**src/rtl/game_pkg.sv**
```systemverilog
// Shared types and constants for the penalty shoot-out game logic.
// Holds the phase encoding, winner codes, output widths and small
// saturating-increment helpers used by penalty_round_ctl.
package game_pkg;

  typedef enum logic [2:0] {
    IDLE    = 3'd0,
    AIM     = 3'd1,
    RESOLVE = 3'd2,
    RESULT  = 3'd3,
    CHECK   = 3'd4,
    DONE    = 3'd5
  } phase_t;

  localparam logic [1:0] WIN_NONE = 2'b00;
  localparam logic [1:0] WIN_A    = 2'b01;
  localparam logic [1:0] WIN_B    = 2'b10;
  localparam logic [1:0] WIN_DRAW = 2'b11;

  localparam int SCORE_W = 4;
  localparam int KICK_W  = 5;
  localparam int SEC_W   = 4;

  // Scores stop at 15 rather than wrapping back to 0.
  function automatic logic [SCORE_W-1:0] sat_inc_score(input logic [SCORE_W-1:0] v);
    return (v == '1) ? v : v + 1'b1;
  endfunction

  // The kick counter stops at 31 rather than wrapping back to 0.
  function automatic logic [KICK_W-1:0] sat_inc_kick(input logic [KICK_W-1:0] v);
    return (v == '1) ? v : v + 1'b1;
  endfunction

endpackage

```
**src/rtl/sec_tick_gen.sv**
```systemverilog
// One-second tick prescaler. Divides the system clock by CLK_HZ and
// emits a single-cycle tick. A synchronous clear restarts the count,
// so the first tick after clear arrives exactly CLK_HZ cycles later.
module sec_tick_gen #(
  parameter int CLK_HZ = 65_000_000
) (
  input  logic clk,
  input  logic rst,
  input  logic clear,
  output logic tick
);

  localparam int CW = (CLK_HZ > 1) ? $clog2(CLK_HZ) : 1;
  localparam logic [CW-1:0] LAST = CW'(CLK_HZ - 1);

  logic [CW-1:0] cnt_q, cnt_d;

  // Next count: hold at zero while cleared, wrap and tick on the last cycle.
  always_comb begin
    cnt_d = cnt_q;
    tick  = 1'b0;
    if (clear) begin
      cnt_d = '0;
    end else if (cnt_q == LAST) begin
      cnt_d = '0;
      tick  = 1'b1;
    end else begin
      cnt_d = cnt_q + 1'b1;
    end
  end

  // Prescaler count register.
  always_ff @(posedge clk or posedge rst) begin
    if (rst) cnt_q <= '0;
    else     cnt_q <= cnt_d;
  end

endmodule

```
**src/rtl/penalty_round_ctl.sv**
```systemverilog
// Penalty shoot-out sequencer: kick order, aim countdown, goal/save
// resolution, scoring and end-of-match decision. Side A kicks first.
// Optional feature macro: SUDDEN_DEATH_EN. When defined, a tie after
// regulation continues in A/B pairs; otherwise such a tie is a draw.
module penalty_round_ctl
  import game_pkg::*;
#(
  parameter int CLK_HZ    = 65_000_000,
  parameter int AIM_SEC   = 5,
  parameter int SHOW_CYC  = 65_000_000,
  parameter int REG_KICKS = 5,
  parameter int ZONES     = 6
) (
  input  logic         clk,
  input  logic         rst,
  input  logic         start,
  input  logic         shot_valid,
  input  logic [2:0]   shot_zone,
  input  logic         keep_valid,
  input  logic [2:0]   keep_zone,
  output phase_t       phase,
  output logic         shooter_b,
  output logic [4:0]   kick_cnt,
  output logic [3:0]   sec_left,
  output logic [3:0]   score_a,
  output logic [3:0]   score_b,
  output logic         goal_pulse,
  output logic         miss_pulse,
  output logic         match_over,
  output logic [1:0]   winner
);

  localparam logic [SEC_W-1:0] AIM_INIT  = SEC_W'(AIM_SEC);
  localparam logic [SEC_W-1:0] SEC_ONE   = SEC_W'(1);
  localparam logic [3:0]       ZONE_LIM  = 4'(ZONES);
  localparam int               SHOW_W    = (SHOW_CYC > 1) ? $clog2(SHOW_CYC) : 1;
  localparam logic [SHOW_W-1:0] SHOW_LAST = SHOW_W'(SHOW_CYC - 1);
  localparam logic [7:0]       REG8      = 8'(REG_KICKS);
  localparam logic [7:0]       REG_TOTAL = 8'(2 * REG_KICKS);

  phase_t              phase_q, phase_d;
  logic                shooter_q, shooter_d;
  logic [KICK_W-1:0]   kick_q, kick_d;
  logic [SEC_W-1:0]    sec_q, sec_d;
  logic [SCORE_W-1:0]  score_a_q, score_a_d;
  logic [SCORE_W-1:0]  score_b_q, score_b_d;
  logic [1:0]          winner_q, winner_d;
  logic                shot_lat_q, shot_lat_d;
  logic [2:0]          shot_zone_q, shot_zone_d;
  logic                keep_lat_q, keep_lat_d;
  logic [2:0]          keep_zone_q, keep_zone_d;
  logic [SHOW_W-1:0]   show_q, show_d;

  logic       tick;
  logic       tick_clear;
  logic       shot_take, keep_take;
  logic       kick_goal;
  logic       end_match;
  logic [1:0] end_winner;
  logic [7:0] kick8, a_taken, b_taken, rem_a, rem_b, sa8, sb8;

  // The second counter only runs inside AIM, so each kick gets full seconds.
  assign tick_clear = (phase_q != AIM);

  sec_tick_gen #(
    .CLK_HZ (CLK_HZ)
  ) u_tick (
    .clk   (clk),
    .rst   (rst),
    .clear (tick_clear),
    .tick  (tick)
  );

  // A kick scores unless there was no shot or the keeper guessed the zone.
  assign kick_goal = shot_lat_q && (!keep_lat_q || (shot_zone_q != keep_zone_q));

  // Decide whether the match is over after the kick just completed.
  always_comb begin
    end_match  = 1'b0;
    end_winner = WIN_NONE;
    kick8      = {3'b000, kick_q};
    a_taken    = (kick8 + 8'd1) >> 1;
    b_taken    = kick8 >> 1;
    rem_a      = REG8 - a_taken;
    rem_b      = REG8 - b_taken;
    sa8        = {4'b0000, score_a_q};
    sb8        = {4'b0000, score_b_q};
    if (kick8 <= REG_TOTAL) begin
      if (sa8 > sb8 + rem_b) begin
        end_match  = 1'b1;
        end_winner = WIN_A;
      end else if (sb8 > sa8 + rem_a) begin
        end_match  = 1'b1;
        end_winner = WIN_B;
      end else if (kick8 == REG_TOTAL) begin
`ifdef SUDDEN_DEATH_EN
        end_match  = 1'b0;
`else
        end_match  = 1'b1;
        end_winner = WIN_DRAW;
`endif
      end
    end else begin
`ifdef SUDDEN_DEATH_EN
      if (!kick8[0] || (kick_q == '1)) begin
        if (sa8 > sb8) begin
          end_match  = 1'b1;
          end_winner = WIN_A;
        end else if (sb8 > sa8) begin
          end_match  = 1'b1;
          end_winner = WIN_B;
        end else if (kick_q == '1) begin
          end_match  = 1'b1;
          end_winner = WIN_DRAW;
        end
      end
`endif
    end
  end

  // Phase sequencing, choice latching, countdown and score updates.
  always_comb begin
    phase_d     = phase_q;
    shooter_d   = shooter_q;
    kick_d      = kick_q;
    sec_d       = sec_q;
    score_a_d   = score_a_q;
    score_b_d   = score_b_q;
    winner_d    = winner_q;
    shot_lat_d  = shot_lat_q;
    shot_zone_d = shot_zone_q;
    keep_lat_d  = keep_lat_q;
    keep_zone_d = keep_zone_q;
    show_d      = show_q;
    shot_take   = 1'b0;
    keep_take   = 1'b0;
    case (phase_q)
      IDLE, DONE: begin
        if (start) begin
          phase_d    = AIM;
          shooter_d  = 1'b0;
          kick_d     = '0;
          score_a_d  = '0;
          score_b_d  = '0;
          winner_d   = WIN_NONE;
          sec_d      = AIM_INIT;
          shot_lat_d = 1'b0;
          keep_lat_d = 1'b0;
        end
      end
      AIM: begin
        shot_take = shot_valid && !shot_lat_q && ({1'b0, shot_zone} < ZONE_LIM);
        keep_take = keep_valid && !keep_lat_q && ({1'b0, keep_zone} < ZONE_LIM);
        if (shot_take) begin
          shot_lat_d  = 1'b1;
          shot_zone_d = shot_zone;
        end
        if (keep_take) begin
          keep_lat_d  = 1'b1;
          keep_zone_d = keep_zone;
        end
        if ((shot_lat_d && keep_lat_d) || (tick && (sec_q == SEC_ONE))) begin
          phase_d = RESOLVE;
          sec_d   = '0;
        end else if (tick) begin
          sec_d = sec_q - SEC_ONE;
        end
      end
      RESOLVE: begin
        if (kick_goal) begin
          if (shooter_q) score_b_d = sat_inc_score(score_b_q);
          else           score_a_d = sat_inc_score(score_a_q);
        end
        kick_d  = sat_inc_kick(kick_q);
        show_d  = '0;
        phase_d = RESULT;
      end
      RESULT: begin
        if (show_q == SHOW_LAST) phase_d = CHECK;
        else                     show_d  = show_q + 1'b1;
      end
      CHECK: begin
        if (end_match) begin
          phase_d  = DONE;
          winner_d = end_winner;
        end else begin
          phase_d    = AIM;
          shooter_d  = ~shooter_q;
          sec_d      = AIM_INIT;
          shot_lat_d = 1'b0;
          keep_lat_d = 1'b0;
        end
      end
      default: phase_d = IDLE;
    endcase
  end

  // Match state registers; reset returns everything to the idle screen.
  always_ff @(posedge clk or posedge rst) begin
    if (rst) begin
      phase_q     <= IDLE;
      shooter_q   <= 1'b0;
      kick_q      <= '0;
      sec_q       <= '0;
      score_a_q   <= '0;
      score_b_q   <= '0;
      winner_q    <= WIN_NONE;
      shot_lat_q  <= 1'b0;
      shot_zone_q <= '0;
      keep_lat_q  <= 1'b0;
      keep_zone_q <= '0;
      show_q      <= '0;
    end else begin
      phase_q     <= phase_d;
      shooter_q   <= shooter_d;
      kick_q      <= kick_d;
      sec_q       <= sec_d;
      score_a_q   <= score_a_d;
      score_b_q   <= score_b_d;
      winner_q    <= winner_d;
      shot_lat_q  <= shot_lat_d;
      shot_zone_q <= shot_zone_d;
      keep_lat_q  <= keep_lat_d;
      keep_zone_q <= keep_zone_d;
      show_q      <= show_d;
    end
  end

  assign phase      = phase_q;
  assign shooter_b  = shooter_q;
  assign kick_cnt   = kick_q;
  assign sec_left   = sec_q;
  assign score_a    = score_a_q;
  assign score_b    = score_b_q;
  assign winner     = winner_q;
  assign match_over = (phase_q == DONE);
  assign goal_pulse = (phase_q == RESOLVE) && kick_goal;
  assign miss_pulse = (phase_q == RESOLVE) && !kick_goal;

endmodule
```
**config.mk**
```make
export PLATFORM = sky130hd
export DESIGN_NAME = penalty_round_ctl
export DESIGN_NICKNAME = d
export VERILOG_FILES = /design/src/rtl/game_pkg.sv /design/src/rtl/sec_tick_gen.sv /design/src/rtl/penalty_round_ctl.sv
export SDC_FILE = /design/constraint.sdc
export NUM_CORES = 1
export LEC_CHECK = 0
export ABC_AREA = 1
export CAP_MARGIN = 20
export CORE_MARGIN = 2
export CORE_UTILIZATION = 35
export CTS_CLUSTER_SIZE = 20
export DETAILED_ROUTE_END_ITERATION = 10
export PLACE_DENSITY = 0.58
export SETUP_SLACK_MARGIN = 0.4
export SLEW_MARGIN = 20
export SYNTH_ARGS = -nofsm -noshare
export SYNTH_HDL_FRONTEND = slang
export SYNTH_SLANG_ARGS = --single-unit
```
**constraint.sdc**
```tcl
create_clock -name clk -period 2.9 [get_ports clk]
set_input_delay 0.58 -clock clk [delete_from_list [all_inputs] [get_ports clk]]
set_output_delay 0.58 -clock clk [all_outputs]
set_load 0.1 [all_outputs]
```
==> impl_results.md <==
- CP Capture Type: flip-flop
- DRC Markers: 0
- Status: finished, final reports clean
- Sequential Power Share: 30.5%
- Worst-Skew Late Latency: 0.35 ns
- Worst Path Arrival: approximately 3.1 ns
- Final Hold Violating Endpoints: 0
- Number of synthesized flops with an enable pin: 0
- Async set-reset flop share out of synthesis: 100.0%
- Worst Tran Pin Value: 0.8750 ns
- Nets: 814
- Core ar.: 15150 um2
- Worst r2r dst: sec_left[2]$_DFFE_PP0P_
- Crit-path slowest cell: dfrtp_2
- Post-Syn Area: 5394 um2
- HPWL after DPL: between 10000 and 15000 um
- DR WL/cell: 14.00 um
- Yosys reg bits: a little over 80
- Crit path cell chain: ha_4 > nand2_1 > nand2_4 > nand3_4 > nand2_4 > ha_4 > a21oi_4 > nand2_1 > xnor2_1 > ha_1 > nand4_1 > a21boi_2 > nand2_2 > nand3_4 > nand2_4 > nand3_4 > nand2_2 > nand2_1
- Share of layout cells above drive strength 1: around a fifth
- Vias in the first global route: 4811
- Net Sw Power: roughly 2.1 mW
- Clk buf depth: 2
- VDD IR max: roughly 370 uV
- PortBufs: 36
- Critical R2R Launch: kick_cnt[0]$_DFFE_PP0P_
- Initial antenna violation count: 0
- Min cycle time layout: between 2 and 3 ns
- Top cell type by total area after synthesis: dfrtp_1
- Clock network fraction of total power: 28.0%
- CTS Root Cell: clkbuf_16
- Synth Flop Type: dfrtp_1
- Gr usage total: 17.48%
- First drt pass iteration count: 5
- CP peak stage delay: 0.45 ns
- Post-synth top area share: between 30% and 40%
- First-pass GRT wire length: 22940 um
- Fin Clk Skew: 0.008819 ns
- Gate power share: 41.5%
- Pre-CTS WS: about 0.011 ns
- Hold depth: 1
- Cts bufs inserted: 9
- Area grow syn2layout: 25.24%
- Library cells used by synthesis: 45
- Die H: 128.1 um
- Pin count of the biggest net entering global routing: 39
- CTS H-Tree Depth: 3
- Diode count: 0
- Synth Instances: between 700 and 800
- Vias per inst: 5.152
- Fraction of the yosys area taken by sequential cells: about two fifths
- Clock transition at the registers of the reported paths: 0.06 ns
- Post-route setup slack: between 0.015 and 0.02 ns
- Number of routed nets with antenna violations: 0
- Buf/Inv on CP: 0
- Final period util: between 90% and 100%
- Worst EP required: 3.14 ns
- Overflow after GRT: 0
- Worst slew margin: 41.54%
- Max-Cap Viols: 0
- Leak pwr: 3.059 nW
- Die area: 16420 um2
- Hold Crit Endpoint: u_tick.cnt_q[0]$_DFF_PP0_
- Kind of cell adding the most delay to the critical path: simple AND/OR/NAND/NOR gates
- Min-delay src: u_tick.cnt_q[0]$_DFF_PP0_
- Crit Path Max Fanout: 5
- Worst R2R Path Depth: 18
- Final GP Congestion: just under 0.9
- Achievable frequency: approximately 350 MHz
- Critical path type: flip-flop to flip-flop
- CTS tree: yes
- Final setup viols: 0
- RSZ-0062 raised after global routing: true
- Avg Cell Area, Syn: 7.695 um2
- PD cells: 721.5 nW/um2
- Sink Count: 83
- Syn_nets: 742
- Die extent in x: 128.1 um
- # rows: 45
- Area contributors post-synth: dfrtp_1 (39%), nand2_1 (10%), ha_1 (6.5%)
- Cell Int Power: roughly 2.7 mW
- DRT Wirelength: 13520 um
- Setup TNS: 0 ns
- HP Class: flip-flop to flip-flop
- R2R Setup Slk: ~0.016 ns
- Vias: 4977
- Warnings, synthesis: 0
- Initial Utilization: 35.61%
- Initial DRC Count: slightly below 300
- Fin. max-slew vios: 0
- Net Sw Frac: between 40% and 50%
- I/O Pins: 37
- Startpoint types: flip-flop
[cell usage in the layout (no fill, tap or decap), types with 4 or more instances in the layout]
cell type        instances
nor3_2                   5
nor3_1                  22
o21a_1                   5
xnor2_1                  9
clkinvlp_4               4
o21ai_0                 30
nor2_4                   5
dfrtp_1                 75
xor2_1                  20
inv_1                   85
ha_4                     7
nand2_2                 15
a21oi_1                 33
nand2_4                  5
o31ai_1                  4
dfrtp_2                  8
clkbuf_16                9
inv_2                   11
buf_12                   5
nor2_1                  75
clkdlybuf4s50_1         10
ha_1                    21
nor4_1                  12
nand2_1                135
nand4_1                 21
nor2_2                   7
o21ai_1                  4
buf_4                   50
o22ai_1                  8
nand3_1                 39
[power groups by stage]
stage / registers, mW / logic [mW] / clock network, mW
floorplan: 1.91 / 1.07 / 0
CTS: 1.49 / 1.98 / 1.39
detailed placement: 1.51 / 1.97 / 0
global route: 1.51 / 2.23 / 1.45
global placement: 1.50 / 1.93 / 0
finish: 1.49 / 2.02 / 1.37
[layout make-up]
class	count	area [um2]
Fill cell	1475	8391
Multi-Input combinational cell	512	3095
Sequential cell	83	2087
Timing Repair Buffer	67	598.1
Inverter	100	389.1
Clock buffer	10	239.0
Tap cell	188	235.2
Clock inverter	6	111.4
[metrics by stage]
step | utilization [%] | instance area [um2] | total power, mW | instances | hold slack (ns)
floorplan | - | 5528 | 2.980 | 701 | 0.4535
global placement | 40.58 | 6146 | 3.430 | 929 | 0.4717
detailed placement | 40.58 | 6146 | 3.477 | 929 | 0.4827
CTS | 43.40 | 6574 | 4.858 | 951 | 0.4941
global route | 44.60 | 6755 | 5.188 | 966 | 0.5084
finish | 44.60 | 6755 | 4.874 | 966 | 0.4893
[synthesized netlist by cell type, types with 2 or more instances]
master      n
nor2_4      3
nor4_1     12
nor2_1     77
a21oi_1    35
o21ai_0    32
xor2_1     20
nor3_2      5
nor2_2      7
o21a_1      5
nor3_1     22
inv_2       8
dfrtp_1    83
inv_1      92
ha_1       28
buf_2       3
nand2_1   146
fa_1        2
o21ai_1     3
o21bai_1    2
nand4_1    21
o22ai_1     8
xnor2_1     9
o31ai_1     4
nand3b_1    3
nand2_2     7
nor3_4      2
nand3_1    40
nand3_2     4
buf_6       2
[sequential cells by signal, summed over array words and instances (netlist names)]
signal and flops:
keep_lat_q 1, shooter_b 1, score_b 4, score_a 4
u_tick.cnt_q 26, phase 3, show_q 26, winner 2
shot_zone_q 3, kick_cnt 5, sec_left 4, shot_lat_q 1
keep_zone_q 3
[timing repair]
action / 4_1_cts / 5_1_grt
pin swaps: 11 / 21
hold buffers: 0 / 0
buffers inserted: 5 / 15
gates resized for setup: 5 / 20
setup endpoints to repair: 10 / 11
endpoints found under the hold margin: 0 / 0
cloned: 1 / 0
[layer usage]
metal,global-route usage (%),vias up,share of wire (%)
li1,-,2471,-
met4,6.658,0,1.9
met3,3.214,19,3.6
met1,23.42,2394,47
met5,0,-,0
met2,28.15,93,48
[worst max path at each step]
stage	endpoint	slack (ns)	startpoint	cells past startpoint
5_1_grt	sec_left[2]$_DFFE_PP0P_	-0.14	kick_cnt[0]$_DFFE_PP0P_	19
6_report	sec_left[2]$_DFFE_PP0P_	0.02	kick_cnt[0]$_DFFE_PP0P_	18
3_5_place_dp	sec_left[3]$_DFFE_PP0P_	0.01	kick_cnt[0]$_DFFE_PP0P_	19
4_1_cts	sec_left[3]$_DFFE_PP0P_	0.03	kick_cnt[2]$_DFFE_PP0P_	17
2_1_floorplan	sec_left[2]$_DFFE_PP0P_	-0.11	kick_cnt[0]$_DFFE_PP0P_	16
3_3_place_gp	sec_left[1]$_DFFE_PP0P_	0.09	kick_cnt[3]$_DFFE_PP0P_	17
[kinds of logic (layout without fill, tap and decap cells)]
kind of cell | Yosys count | count (layout) | synth area share (%)
simple gates | 355 | 356 | 31.45
buf+inv | 107 | 183 | 7.794
compound gates | 97 | 97 | 10.30
flops | 83 | 83 | 38.51
fa+ha+maj | 30 | 30 | 7.237
xor+xnor | 29 | 29 | 4.709
No activity file was read; power rests on OpenSTA's default activity.
